==> src/rtl/muldiv_unit.sv <==
// Iterative RV32M multiply/divide unit. Operands are reduced to magnitudes on accept;
// 32 shift-add (multiply) or restoring (divide) steps follow, then a sign fix and an
// opcode select load the result register. Divide-by-zero and signed overflow bypass
// the iteration and finish in a single cycle.
module muldiv_unit #(
  parameter int unsigned XLEN = 32
) (
  input  logic            clk,
  input  logic            reset,
  input  logic            start,
  input  logic [2:0]      funct3,
  input  logic [XLEN-1:0] a,
  input  logic [XLEN-1:0] b,
  output logic            busy,
  output logic            done,
  output logic [XLEN-1:0] result
);

  typedef enum logic [1:0] {StIdle, StRun, StDone} state_e;

  state_e      state_q;
  logic [2:0]  op_q;
  logic        neg_a_q, neg_b_q;
  logic [31:0] mag_a_q, mag_b_q;
  logic [5:0]  cnt_q;
  logic [63:0] acc_q;
  logic [31:0] result_q;

  logic        a_signed, b_signed, in_neg_a, in_neg_b;
  logic [31:0] in_mag_a, in_mag_b;
  logic        div_zero, div_ovf;
  logic [31:0] fast_res;

  // Accept-time decode: operand signedness, magnitudes and fast-path detection.
  always_comb begin
    a_signed = (funct3 == 3'b001) || (funct3 == 3'b010) || (funct3 == 3'b100) ||
               (funct3 == 3'b110);
    b_signed = (funct3 == 3'b001) || (funct3 == 3'b100) || (funct3 == 3'b110);
    in_neg_a = a_signed & a[31];
    in_neg_b = b_signed & b[31];
    in_mag_a = in_neg_a ? (32'd0 - a) : a;
    in_mag_b = in_neg_b ? (32'd0 - b) : b;
    div_zero = funct3[2] && (b == 32'd0);
    div_ovf  = funct3[2] && !funct3[0] && (a == 32'h8000_0000) && (b == 32'hFFFF_FFFF);
    fast_res = 32'd0;
    if (div_zero) begin
      fast_res = funct3[1] ? a : 32'hFFFF_FFFF;
    end else if (div_ovf) begin
      fast_res = funct3[1] ? 32'd0 : 32'h8000_0000;
    end
  end

  logic [4:0]  bit_idx;
  logic [63:0] mul_add;
  logic [32:0] rem33, trial;
  logic [63:0] acc_nxt;
  logic [63:0] prod;
  logic [31:0] quot, rem, final_res;

  // One iteration step plus the sign fix / select used on the last step.
  always_comb begin
    bit_idx = 5'd31 - cnt_q[4:0];
    mul_add = mag_b_q[cnt_q[4:0]] ? ({32'd0, mag_a_q} << cnt_q[4:0]) : 64'd0;
    // Remainder in acc[63:32], quotient shifts into acc[31:0]; dividend bits come MSB-first.
    rem33   = {acc_q[63:32], mag_a_q[bit_idx]};
    trial   = rem33 - {1'b0, mag_b_q};
    if (op_q[2]) begin
      acc_nxt = trial[32] ? {rem33[31:0], acc_q[30:0], 1'b0}
                          : {trial[31:0], acc_q[30:0], 1'b1};
    end else begin
      acc_nxt = acc_q + mul_add;
    end
    prod = (neg_a_q ^ neg_b_q) ? (64'd0 - acc_nxt) : acc_nxt;
    quot = (neg_a_q ^ neg_b_q) ? (32'd0 - acc_nxt[31:0]) : acc_nxt[31:0];
    rem  = neg_a_q ? (32'd0 - acc_nxt[63:32]) : acc_nxt[63:32];
    unique case (op_q)
      3'b000:                 final_res = prod[31:0];
      3'b001, 3'b010, 3'b011: final_res = prod[63:32];
      3'b100, 3'b101:         final_res = quot;
      default:                final_res = rem;
    endcase
  end

  // Control FSM and datapath registers.
  always_ff @(posedge clk or posedge reset) begin
    if (reset) begin
      state_q  <= StIdle;
      op_q     <= 3'd0;
      neg_a_q  <= 1'b0;
      neg_b_q  <= 1'b0;
      mag_a_q  <= 32'd0;
      mag_b_q  <= 32'd0;
      cnt_q    <= 6'd0;
      acc_q    <= 64'd0;
      result_q <= 32'd0;
    end else begin
      case (state_q)
        StIdle: begin
          if (start) begin
            op_q    <= funct3;
            neg_a_q <= in_neg_a;
            neg_b_q <= in_neg_b;
            mag_a_q <= in_mag_a;
            mag_b_q <= in_mag_b;
            cnt_q   <= 6'd0;
            acc_q   <= 64'd0;
            if (div_zero || div_ovf) begin
              result_q <= fast_res;
              state_q  <= StDone;
            end else begin
              state_q  <= StRun;
            end
          end
        end
        StRun: begin
          acc_q <= acc_nxt;
          cnt_q <= cnt_q + 6'd1;
          if (cnt_q == 6'd31) begin
            result_q <= final_res;
            state_q  <= StDone;
          end
        end
        StDone:  state_q <= StIdle;
        default: state_q <= StIdle;
      endcase
    end
  end

  assign busy   = (state_q != StIdle);
  assign done   = (state_q == StDone);
  assign result = result_q;

endmodule
==> config.mk <==
export PLATFORM = sky130hd
export DESIGN_NAME = muldiv_unit
export DESIGN_NICKNAME = d
export VERILOG_FILES = /design/src/rtl/muldiv_unit.sv
export SDC_FILE = /design/constraint.sdc
export NUM_CORES = 1
export LEC_CHECK = 0
export CAP_MARGIN = 20
export CORE_UTILIZATION = 34
export CTS_CLUSTER_DIAMETER = 200
export DETAILED_ROUTE_END_ITERATION = 6
export GPL_ROUTABILITY_DRIVEN = 0
export SLEW_MARGIN = 30
export SYNTH_ARGS = -nofsm -noshare
export SYNTH_HDL_FRONTEND = slang
export SYNTH_SLANG_ARGS = --single-unit
==> constraint.sdc <==
create_clock -name clk -period 7.4 [get_ports clk]
set_input_delay 1.48 -clock clk [delete_from_list [all_inputs] [get_ports clk]]
set_output_delay 1.48 -clock clk [all_outputs]
set_load 0.1 [all_outputs]
# ---- Yosys cells after proc, flatten, opt, wreduce, memory -nomap -nowiden
# Index checks and enable logic that the tools add are counted.
dict set report totals {
  regBits 173
  input_bits 70
}
dict set report classes {
  addsub 9
  magnitude_cmp 2
  eq_ne 17
  n_shift 1
  muxes 29
  n_bitwise 3
  reduce_logical 22
}
# operator n
set ops {}
lappend ops {{32-bit two-way mux} 11}
lappend ops {{64-bit two-way mux} 5}
lappend ops {{64-bit one-hot mux with 2 select lines} 1}
lappend ops {{1-bit by 32-bit subtractor with 32-bit output, first input constant} 4}
lappend ops {{32-bit one-hot mux with 3 select lines} 1}
lappend ops {{64-bit adder} 1}
lappend ops {{32-bit equality test, second input constant} 2}
lappend ops {{32-bit one-hot mux with 2 select lines} 1}
lappend ops {{32-bit by 5-bit << shifter with 64-bit output} 1}
lappend ops {{1-bit by 64-bit subtractor with 64-bit output, first input constant} 1}
lappend ops {{33-bit by 32-bit subtractor with 33-bit output} 1}
lappend ops {{32-bit zero test} 1}
lappend ops {{3-bit equality test, second input constant} 4}
lappend ops {{5-bit by 6-bit < comparator with 1-bit output, second input constant} 2}
lappend ops {{6-bit one-hot mux with 2 select lines} 1}
lappend ops {{1-bit binary-select mux with 5-bit select} 2}
lappend ops {{3-bit by 2-bit equality test with 1-bit output, second input constant} 3}
lappend ops {{6-bit by 1-bit adder with 6-bit output, second input constant} 1}
lappend ops {{3-bit by 1-bit equality test with 1-bit output, second input constant} 2}
lappend ops {{6-bit by 5-bit equality test with 1-bit output, second input constant} 1}
lappend ops {{1-bit logical OR} 6}
lappend ops {{2-bit two-way mux} 3}
lappend ops {{6-bit two-way mux} 1}
lappend ops {{2-bit != test, second input constant} 3}
lappend ops {{16 further kinds} 24}

# ---- Depth between registers and ports, before layout
# Gate-level depths: netlist of run 1.
dict set report logic_depth {
  ltp_word 11
  ltp_mapped 34
  mapped_depth_nobuf 27
}

# ---- Worst setup path after synthesis of run 1
# OpenSTA, ideal clock, no wires.
dict set report synth_path {
  path_kind {reg2reg}
  from {register cnt_q[0]}
  to {register result_q[20], in the netlist result[20]}
  setup_ns 0.082
  arrival_ns 6.464
  required_ns 7.318
  path_slack_ns 0.854
  path_stages_with_launch 32
  period_less_slack_ns 6.546
  path_cell_list {dfrtp_1 buf_2 buf_6 buf_4 buf_1 clkbuf_1 mux4_2 mux2i_1 nand2_1 o21ai_0 nor2_1 a31oi_1 nor2_1 ha_1 buf_2 a21oi_1 o21ai_1 a211oi_1 nor2_1 nor3_1 xnor2_1 a211oi_2 ha_1 and3_4 and3_1 buf_6 nand3_2 o41ai_2 xor2_1 nand2_1 a221o_1 a31oi_1}
}
dict set report synth_between {
  elab_chain_cells 11
  elab_cells_between_ends 23
}
# element line_no
set synth_rtl {}
lappend synth_rtl {{start: declaration} 25} ;# logic [5:0] cnt_q;
lappend synth_rtl {{start signal: assignment} 117} ;# cnt_q <= cnt_q + 6'd1;
lappend synth_rtl {{5-bit subtractor} 62} ;# bit_idx = 5'd31 - cnt_q[4:0];
lappend synth_rtl {{1-bit binary-select mux with 5-bit select} 65} ;# rem33 = {acc_q[63:32], mag_a_q[bit_idx]};
lappend synth_rtl {{1-bit two-way mux (not written as such)} 65}
lappend synth_rtl {{33-bit by 32-bit subtractor with 33-bit output} 66} ;# trial = rem33 - {1'b0, mag_b_q};
lappend synth_rtl {{64-bit two-way mux} 68} ;# acc_nxt = trial[32] ? {rem33[31:0], acc_q[30:0], 1'b0}
lappend synth_rtl {{64-bit two-way mux} 67} ;# if (op_q[2]) begin
lappend synth_rtl {{1-bit by 64-bit subtractor with 64-bit output, or another cell as far along} 73} ;# prod = (neg_a_q ^ neg_b_q) ? (64'd0 - acc_nxt) : acc_nxt;
lappend synth_rtl {{64-bit two-way mux, or another cell as far along} 73}
lappend synth_rtl {{32-bit one-hot mux with 3 select lines} 76} ;# unique case (op_q)
lappend synth_rtl {{32-bit two-way mux} 118} ;# if (cnt_q == 6'd31) begin
lappend synth_rtl {{32-bit one-hot mux with 2 select lines} 97} ;# case (state_q)
lappend synth_rtl {{end signal: assignment} 108} ;# result_q <= fast_res;
lappend synth_rtl {{end signal: assignment} 119} ;# result_q <= final_res;
lappend synth_rtl {{end: declaration} 27} ;# logic [31:0] result_q;
# Parallel ways exist; a longest one is shown, timed or not. The select of a mux whose other input is x is not followed.
# A chain may end at the register's enable or synchronous reset.

# ---- Worst setup path after layout of run 1
dict set report layout_path {
  from {register cnt_q[0]}
  to {register result_q[31], in the netlist result[31]}
}
# Same word-level chain as after synthesis.

==> run_summary.xml, run 1 <==
<?xml version="1.0" encoding="UTF-8"?>
<metrics>
  <group name="run_status">
    <metric name="outcome" unit="">completed</metric>
  </group>
  <group name="yosys">
    <metric name="synth_cell_count_leaders" unit="">390 x sky130_fd_sc_hd__nand2_1, 284 x sky130_fd_sc_hd__o21ai_0, 268 x sky130_fd_sc_hd__nor2_1</metric>
    <metric name="synth_area" unit="sq mm">0.0210</metric>
    <metric name="synth_fp_nets" unit="">3056</metric>
    <metric name="yosys.area.top_type" unit="">sky130_fd_sc_hd__dfrtp_1</metric>
    <metric name="synth_top_cells_by_area" unit="">sky130_fd_sc_hd__dfrtp_1 21%, sky130_fd_sc_hd__nand2_1 7.0%, sky130_fd_sc_hd__o21ai_0 6.8%</metric>
    <metric name="synth_warnings" unit="">0</metric>
    <metric name="post-synth-top-count-cell" unit="">sky130_fd_sc_hd__nand2_1</metric>
    <metric name="ys_dominant_reg_cell" unit="">sky130_fd_sc_hd__dfrtp_1</metric>
    <metric name="cell_count_after_synthesis" unit="">2883</metric>
    <metric name="synth_largest_type_area_fraction" unit="">0.206</metric>
    <metric name="synth-async-reset-ratio" unit="">1.00</metric>
    <metric name="synth.ff_latch_count" unit="">173</metric>
    <metric name="yosysSeqAreaShare" unit="">0.206</metric>
    <metric name="syn-mean-instance-area" unit="sq um">7.29</metric>
    <metric name="yosys.cell_types.count" unit="">110</metric>
    <metric name="number_of_flops_mapped_to_enable_cells_by_yosys" unit="">0</metric>
  </group>
  <group name="worst_setup_path">
    <metric name="worstSetupEndpointType" unit="">flop</metric>
    <metric name="max_stage_delay" unit="ns">0.56</metric>
    <metric name="arrival" unit="ns">7.39</metric>
    <metric name="worst_path_slowest_cell" unit="">sky130_fd_sc_hd__mux4_2</metric>
    <metric name="critPathMaxFanout" unit="">35</metric>
    <metric name="worstSetupPathType" unit="">flop to flop</metric>
    <metric name="critPathMostFrequentCell" unit="">sky130_fd_sc_hd__nand2_1</metric>
    <metric name="startpoint_type" unit="">flop</metric>
    <metric name="required_worst_endpoint" unit="ns">7.75</metric>
  </group>
  <group name="job">
    <metric name="max-cap-violations" unit="">0</metric>
  </group>
  <group name="global_route">
    <metric name="vias_in_the_first_global_route" unit="">21000</metric>
    <metric name="gr-max-usage-layer" unit="">met2</metric>
    <metric name="use_met1" unit="">0.371</metric>
    <metric name="grt_first_pass_wirelength" unit="mm">132</metric>
    <metric name="grt-ovfl-total" unit="">0</metric>
    <metric name="grt.total_usage" unit="">0.274</metric>
    <metric name="grt.met2_usage" unit="">0.419</metric>
    <metric name="pin_count_of_the_biggest_net_entering_global_routing" unit="">149</metric>
    <metric name="groute.layer.met3.usage" unit="">0.0547</metric>
    <metric name="number_of_antenna_violations_at_the_first_check_in_global_routing" unit="">1</metric>
  </group>
  <group name="routing">
    <metric name="number_of_drc_violations_after_detailed_routing_iteration_0" unit="">2740</metric>
    <metric name="avgViaCountPerCell" unit="">6.22</metric>
    <metric name="detail_route.wl_per_cell" unit="um">23.6</metric>
    <metric name="drc" unit="">0</metric>
    <metric name="num_vias" unit="">23000</metric>
    <metric name="first_pass_iters" unit="">7</metric>
    <metric name="routed_wl" unit="mm">87.1</metric>
    <metric name="drtAntennaViolNets" unit="">0</metric>
  </group>
  <group name="clocking">
    <metric name="cts_tree" unit="">done</metric>
    <metric name="ctsResizeCount" unit="">0</metric>
    <metric name="cts_hold_repair.buffers" unit="">0</metric>
    <metric name="clock-sinks" unit="">173</metric>
    <metric name="h-tree-depth" unit="">4</metric>
    <metric name="cts-root-to-sink-buffers" unit="">2</metric>
    <metric name="clk_root_buffer_cell" unit="">sky130_fd_sc_hd__clkbuf_16</metric>
    <metric name="clk_pin_slew" unit="ns">0.08</metric>
    <metric name="worst_skew_pair.late_latency" unit="ns">0.48</metric>
    <metric name="postCtsSetupBuffers" unit="">0</metric>
    <metric name="cts-buffers-inserted" unit="">17</metric>
  </group>
  <group name="finish">
    <metric name="nNetsFinal" unit="">3071</metric>
    <metric name="final_core_util" unit="">0.389</metric>
    <metric name="ant_cells" unit="">0</metric>
    <metric name="drive_gt1_frac" unit="">0.0873</metric>
    <metric name="areaGrowthSynthToFinish" unit="%">12.3</metric>
  </group>
  <group name="sta">
    <metric name="skew" unit="ns">0.0143</metric>
    <metric name="finalHoldViolations" unit="">0</metric>
    <metric name="rsz0062_at_grt" unit="">false</metric>
    <metric name="final.period_utilization" unit="">0.951</metric>
    <metric name="fin_setup_tns" unit="ns">0</metric>
    <metric name="setup_viol" unit="">0</metric>
    <metric name="max_slew_margin" unit="">0.312</metric>
    <metric name="final_max_slew_violation_count" unit="">0</metric>
    <metric name="finalWorstPathRequiredPeriod" unit="ns">7.04</metric>
    <metric name="max_slew.worst_pin.slew" unit="ns">1.03</metric>
    <metric name="max_freq" unit="MHz">142</metric>
  </group>
  <group name="floorplan">
    <metric name="die-area" unit="sq mm">0.0628</metric>
    <metric name="initial_utilization" unit="">0.346</metric>
    <metric name="rows" unit="">90</metric>
    <metric name="die_w" unit="um">251</metric>
    <metric name="fp.dieH" unit="um">251</metric>
    <metric name="pin_count" unit="">104</metric>
    <metric name="core-area" unit="sq mm">0.0607</metric>
  </group>
  <group name="place">
    <metric name="buffer_ports.inserted" unit="">103</metric>
    <metric name="place.detailed.hpwl" unit="mm">68.7</metric>
  </group>
  <group name="min_path">
    <metric name="min-delay-path-class" unit="">flop to flop</metric>
  </group>
</metrics>
==> cell usage in the layout, fill, tap and decap left out, types with 21 or more instances in the layout <==
cell	synthesis	routed
sky130_fd_sc_hd__mux2_2	21	21
sky130_fd_sc_hd__o21a_1	31	31
sky130_fd_sc_hd__nand4_1	60	60
sky130_fd_sc_hd__a21o_1	27	27
sky130_fd_sc_hd__clkdlybuf4s50_1	0	103
sky130_fd_sc_hd__buf_4	3	68
sky130_fd_sc_hd__nor3_1	69	68
sky130_fd_sc_hd__o21ai_0	284	284
sky130_fd_sc_hd__o31ai_1	31	29
sky130_fd_sc_hd__mux2i_1	59	59
sky130_fd_sc_hd__nand3_1	114	114
sky130_fd_sc_hd__o21ai_1	40	40
sky130_fd_sc_hd__nor2_1	268	267
sky130_fd_sc_hd__xnor2_1	123	122
sky130_fd_sc_hd__a21oi_1	235	234
sky130_fd_sc_hd__a31oi_1	39	39
sky130_fd_sc_hd__or3_1	24	23
sky130_fd_sc_hd__nor2b_1	33	32
sky130_fd_sc_hd__a211oi_1	27	27
sky130_fd_sc_hd__nand2_1	390	389
sky130_fd_sc_hd__and2_1	26	26
sky130_fd_sc_hd__o211ai_1	29	29
sky130_fd_sc_hd__inv_1	74	72
sky130_fd_sc_hd__ha_1	101	101
sky130_fd_sc_hd__dfrtp_1	173	170
sky130_fd_sc_hd__xor2_1	79	78
sky130_fd_sc_hd__mux4_2	21	21
==> critical path: cells and delay by family (launching register included) <==
| family | cells | cell delay, ns |
|---|---|---|
| simple gates | 7 | 1.25 |
| flops | 1 | 0.54 |
| compound gates | 11 | 3.02 |
| buf+inv | 2 | 0.49 |
| xor+xnor | 2 | 0.33 |
| mux | 2 | 0.82 |
| fa+ha+maj | 1 | 0.41 |
==> through the flow <==
step / cell area [sq um] / hold WS (ns) / cells / setup slack, ns
final: 23600 / 0.489 / 3693 / 0.363
after global routing: 23600 / 0.518 / 3693 / 0.0133
after CTS: 23500 / 0.493 / 3692 / 0.279
after detailed placement: 22900 / 0.476 / 3660 / 0.324
after global placement: 22900 / 0.466 / 3660 / 0.465
after floorplan: 21000 / 0.459 / 2883 / 0.854
==> logic make-up (layout without fill, tap and decap cells) <==
group                    after synthesis  after routing  share of synthesized area
adder cells (fa/ha/maj)              103            103                     0.0621
AO/OA/AOI/OAI                        941            941                      0.284
AND/OR/NAND/NOR                     1101           1101                      0.248
multiplexers                         104            104                     0.0647
XOR/XNOR                             202            202                     0.0842
flip-flops                           173            173                      0.206
buffers and inverters                259            287                     0.0506
==> state kept, by name, indices dropped and copies added (netlist names) <==
name	flops
acc_q	64
mag_a_q	32
mag_b_q	32
result	32
cnt_q	6
op_q	3
state_q	2
neg_a_q	1
neg_b_q	1
==> cell type report <==
class                   count  area, sq um
fillers                  6337        37100
multi-input cells        2451        15700
flip-flops and latches    173         4340
repair buffers            176         1640
well taps                 782          978
clock buffers              18          439
inverters                  79          302
clock inverters            14          190
==> final timing paths <==
check | start | to | slack (ns) | depth (start not counted)
worst max-delay path | cnt_q[0] | result[31] | 0.36 | 25
worst min-delay path | result[11] | result[11] | 0.49 | 2
worst max register to register | cnt_q[0] | result[31] | 0.36 | 25
worst min register to register | result[11] | result[11] | 0.49 | 2
max in group asynchronous | reset | result[13] | 4.94 | 4
min in group asynchronous | reset | mag_b_q[5] | 1.33 | 2
==> layer usage <==
layer / vias to the layer above / part of all wire
met1: 11000 / 0.42
met4: 2 / 0.049
met2: 1158 / 0.43
li1: 10600 / -
met3: 213 / 0.099
met5: - / 0.000092
Power of run 1 is left out: the tool's default activity adds up to more than one toggle a clock period on the data nets, which glitch-free logic cannot reach.
==> run 2, diff against run 1 <==
--- a/config.mk
+++ b/config.mk
@@ -5,7 +5,6 @@
 export SDC_FILE = /design/constraint.sdc
 export NUM_CORES = 1
 export LEC_CHECK = 0
-export CAP_MARGIN = 20
 export CORE_UTILIZATION = 34
 export CTS_CLUSTER_DIAMETER = 200
 export DETAILED_ROUTE_END_ITERATION = 6
==> constraint.sdc (replaced) <==
create_clock -name clk -period 9 [get_ports clk]
set_input_delay 1.8 -clock clk [delete_from_list [all_inputs] [get_ports clk]]
set_output_delay 1.8 -clock clk [all_outputs]
set_load 0.1 [all_outputs]
==> run_summary.xml, run 2 (synthesis gave the netlist of run 1 again) <==
<?xml version="1.0" encoding="UTF-8"?>
<metrics>
  <group name="run_status">
    <metric name="outcome" unit="">complete, but fails checks</metric>
    <metric name="violations" unit="">design-rule violations</metric>
  </group>
  <group name="finish">
    <metric name="register_containing_the_most_flip_flops_in_the_final_layout" unit="">acc_q</metric>
    <metric name="layout_common_cells" unit="">389 x sky130_fd_sc_hd__nand2_1, 284 x sky130_fd_sc_hd__o21ai_0, 268 x sky130_fd_sc_hd__nor2_1</metric>
    <metric name="areaGrowthSynthToFinish" unit="%">10.5</metric>
    <metric name="ant_cells" unit="">0</metric>
    <metric name="leading_cell_type_in_the_layout_fill_and_taps_excluded" unit="">sky130_fd_sc_hd__nand2_1</metric>
    <metric name="largest_reg_flops" unit="">64</metric>
    <metric name="nFillCells" unit="">6376</metric>
    <metric name="nNetsFinal" unit="">3037</metric>
    <metric name="drive_gt1_frac" unit="">0.0740</metric>
  </group>
  <group name="sta">
    <metric name="final_max_slew_violation_count" unit="">0</metric>
    <metric name="finalWorstPathRequiredPeriod" unit="ns">7.89</metric>
    <metric name="rsz0062_at_grt" unit="">false</metric>
    <metric name="skew" unit="ns">0.0193</metric>
    <metric name="max_slew_margin" unit="">0.219</metric>
    <metric name="final.period_utilization" unit="">0.877</metric>
    <metric name="max_slew.worst_pin.slew" unit="ns">1.17</metric>
    <metric name="whs" unit="ns">0.492</metric>
    <metric name="timing.final.ws_setup" unit="ns">1.11</metric>
    <metric name="fin_setup_tns" unit="ns">0</metric>
    <metric name="max_freq" unit="MHz">127</metric>
    <metric name="setup_viol" unit="">0</metric>
    <metric name="finalHoldViolations" unit="">0</metric>
  </group>
  <group name="worst_setup_path">
    <metric name="worstSetupPathType" unit="">flop to flop</metric>
    <metric name="worstSetupEndpointType" unit="">flop</metric>
    <metric name="max_stage_delay" unit="ns">0.55</metric>
    <metric name="startpoint_type" unit="">flop</metric>
    <metric name="critPathMostFrequentCell" unit="">sky130_fd_sc_hd__mux2i_1</metric>
    <metric name="crit_buf_inv" unit="">2</metric>
    <metric name="required_worst_endpoint" unit="ns">9.39</metric>
    <metric name="crit_family" unit="">simple AND/OR/NAND/NOR gates</metric>
    <metric name="worst_path_slowest_cell" unit="">sky130_fd_sc_hd__buf_4</metric>
    <metric name="critPathMaxFanout" unit="">43</metric>
    <metric name="arrival" unit="ns">8.28</metric>
  </group>
  <group name="routing">
    <metric name="num_vias" unit="">22800</metric>
    <metric name="number_of_drc_violations_after_detailed_routing_iteration_0" unit="">3122</metric>
    <metric name="routed-wl-met3" unit="mm">8.48</metric>
    <metric name="drc" unit="">24</metric>
    <metric name="avgViaCountPerCell" unit="">6.23</metric>
    <metric name="detail_route.wl_per_cell" unit="um">24.0</metric>
    <metric name="first_pass_iters" unit="">7</metric>
    <metric name="routed_wl" unit="mm">87.7</metric>
    <metric name="detailed_routing_wirelength_on_met1" unit="mm">37.1</metric>
    <metric name="drtAntennaViolNets" unit="">0</metric>
    <metric name="wl_met2" unit="mm">37.3</metric>
    <metric name="topRoutingLayerUsed" unit="">met5</metric>
  </group>
  <group name="clocking">
    <metric name="postCtsSetupBuffers" unit="">0</metric>
    <metric name="cts-buffers-inserted" unit="">17</metric>
    <metric name="cts_tree" unit="">done</metric>
    <metric name="ctsResizeCount" unit="">0</metric>
    <metric name="cts_hold_repair.buffers" unit="">0</metric>
    <metric name="clk_root_buffer_cell" unit="">sky130_fd_sc_hd__clkbuf_16</metric>
    <metric name="cts-root-to-sink-buffers" unit="">2</metric>
    <metric name="clock-sinks" unit="">173</metric>
    <metric name="clk_pin_slew" unit="ns">0.08</metric>
    <metric name="worst_skew_pair.late_latency" unit="ns">0.47</metric>
    <metric name="h-tree-depth" unit="">4</metric>
  </group>
  <group name="place">
    <metric name="place.detailed.hpwl" unit="mm">68.7</metric>
    <metric name="buffer_ports.inserted" unit="">103</metric>
    <metric name="placement.setup.worst_slack" unit="ns">1.32</metric>
  </group>
  <group name="job">
    <metric name="max-cap-violations" unit="">0</metric>
  </group>
  <group name="floorplan">
    <metric name="die-area" unit="sq mm">0.0628</metric>
    <metric name="initial_utilization" unit="">0.346</metric>
    <metric name="pin_count" unit="">104</metric>
    <metric name="core-area" unit="sq mm">0.0607</metric>
    <metric name="fp.dieH" unit="um">251</metric>
    <metric name="die_w" unit="um">251</metric>
    <metric name="rows" unit="">90</metric>
  </group>
  <group name="global_route">
    <metric name="number_of_antenna_violations_at_the_first_check_in_global_routing" unit="">1</metric>
    <metric name="pin_count_of_the_biggest_net_entering_global_routing" unit="">102</metric>
    <metric name="grt.total_usage" unit="">0.272</metric>
    <metric name="grt_first_pass_wirelength" unit="mm">131</metric>
    <metric name="vias_in_the_first_global_route" unit="">20600</metric>
    <metric name="grt-ovfl-total" unit="">0</metric>
  </group>
  <group name="min_path">
    <metric name="min-delay-path-class" unit="">flop to flop</metric>
  </group>
</metrics>
## run 2: final timing paths
kind                            startpoint          end  slack, ns  cells after the start
worst max-delay path              cnt_q[0]   result[20]       1.11                     28
worst min-delay path            result[11]   result[11]       0.49                      2
worst max register to register    cnt_q[0]   result[20]       1.11                     28
worst min register to register  result[11]   result[11]       0.49                      2
max in group asynchronous            reset     acc_q[8]       5.97                      3
min in group asynchronous            reset  mag_b_q[22]       1.86                      2
## run 2: area by class of cell
cell class                 count  area (sq um)  area share
clock buffer                  18           429      0.0185
clock inverter                14           178     0.00765
inverter                      79           304      0.0131
multi-input combinational   2451         15700       0.675
sequential                   173          4340       0.187
tap                          782           978      0.0421
timing repair buffer         142          1320      0.0570
## run 2: worst min-delay path, stage by stage, from the launching register on
cell	delay [ns]
sky130_fd_sc_hd__dfrtp_1	0.35
sky130_fd_sc_hd__nand2_1	0.05
sky130_fd_sc_hd__nand3_1	0.06
## run 2: metrics by stage
step                utilization  std cells  cell area, sq um
floorplan                     -       2883             21000
global placement          0.372       3627             22600
detailed placement        0.372       3627             22600
CTS                       0.382       3659             23200
global route              0.382       3659             23200
finish                    0.382       3659             23200
## run 2: per-layer routing
layer,vias to the layer above,global-route usage
met5,-,0
met4,2,0.134
met3,244,0.0520
met2,1247,0.407
met1,10800,0.374
li1,10500,-
Power of run 2 is left out for the same reason.
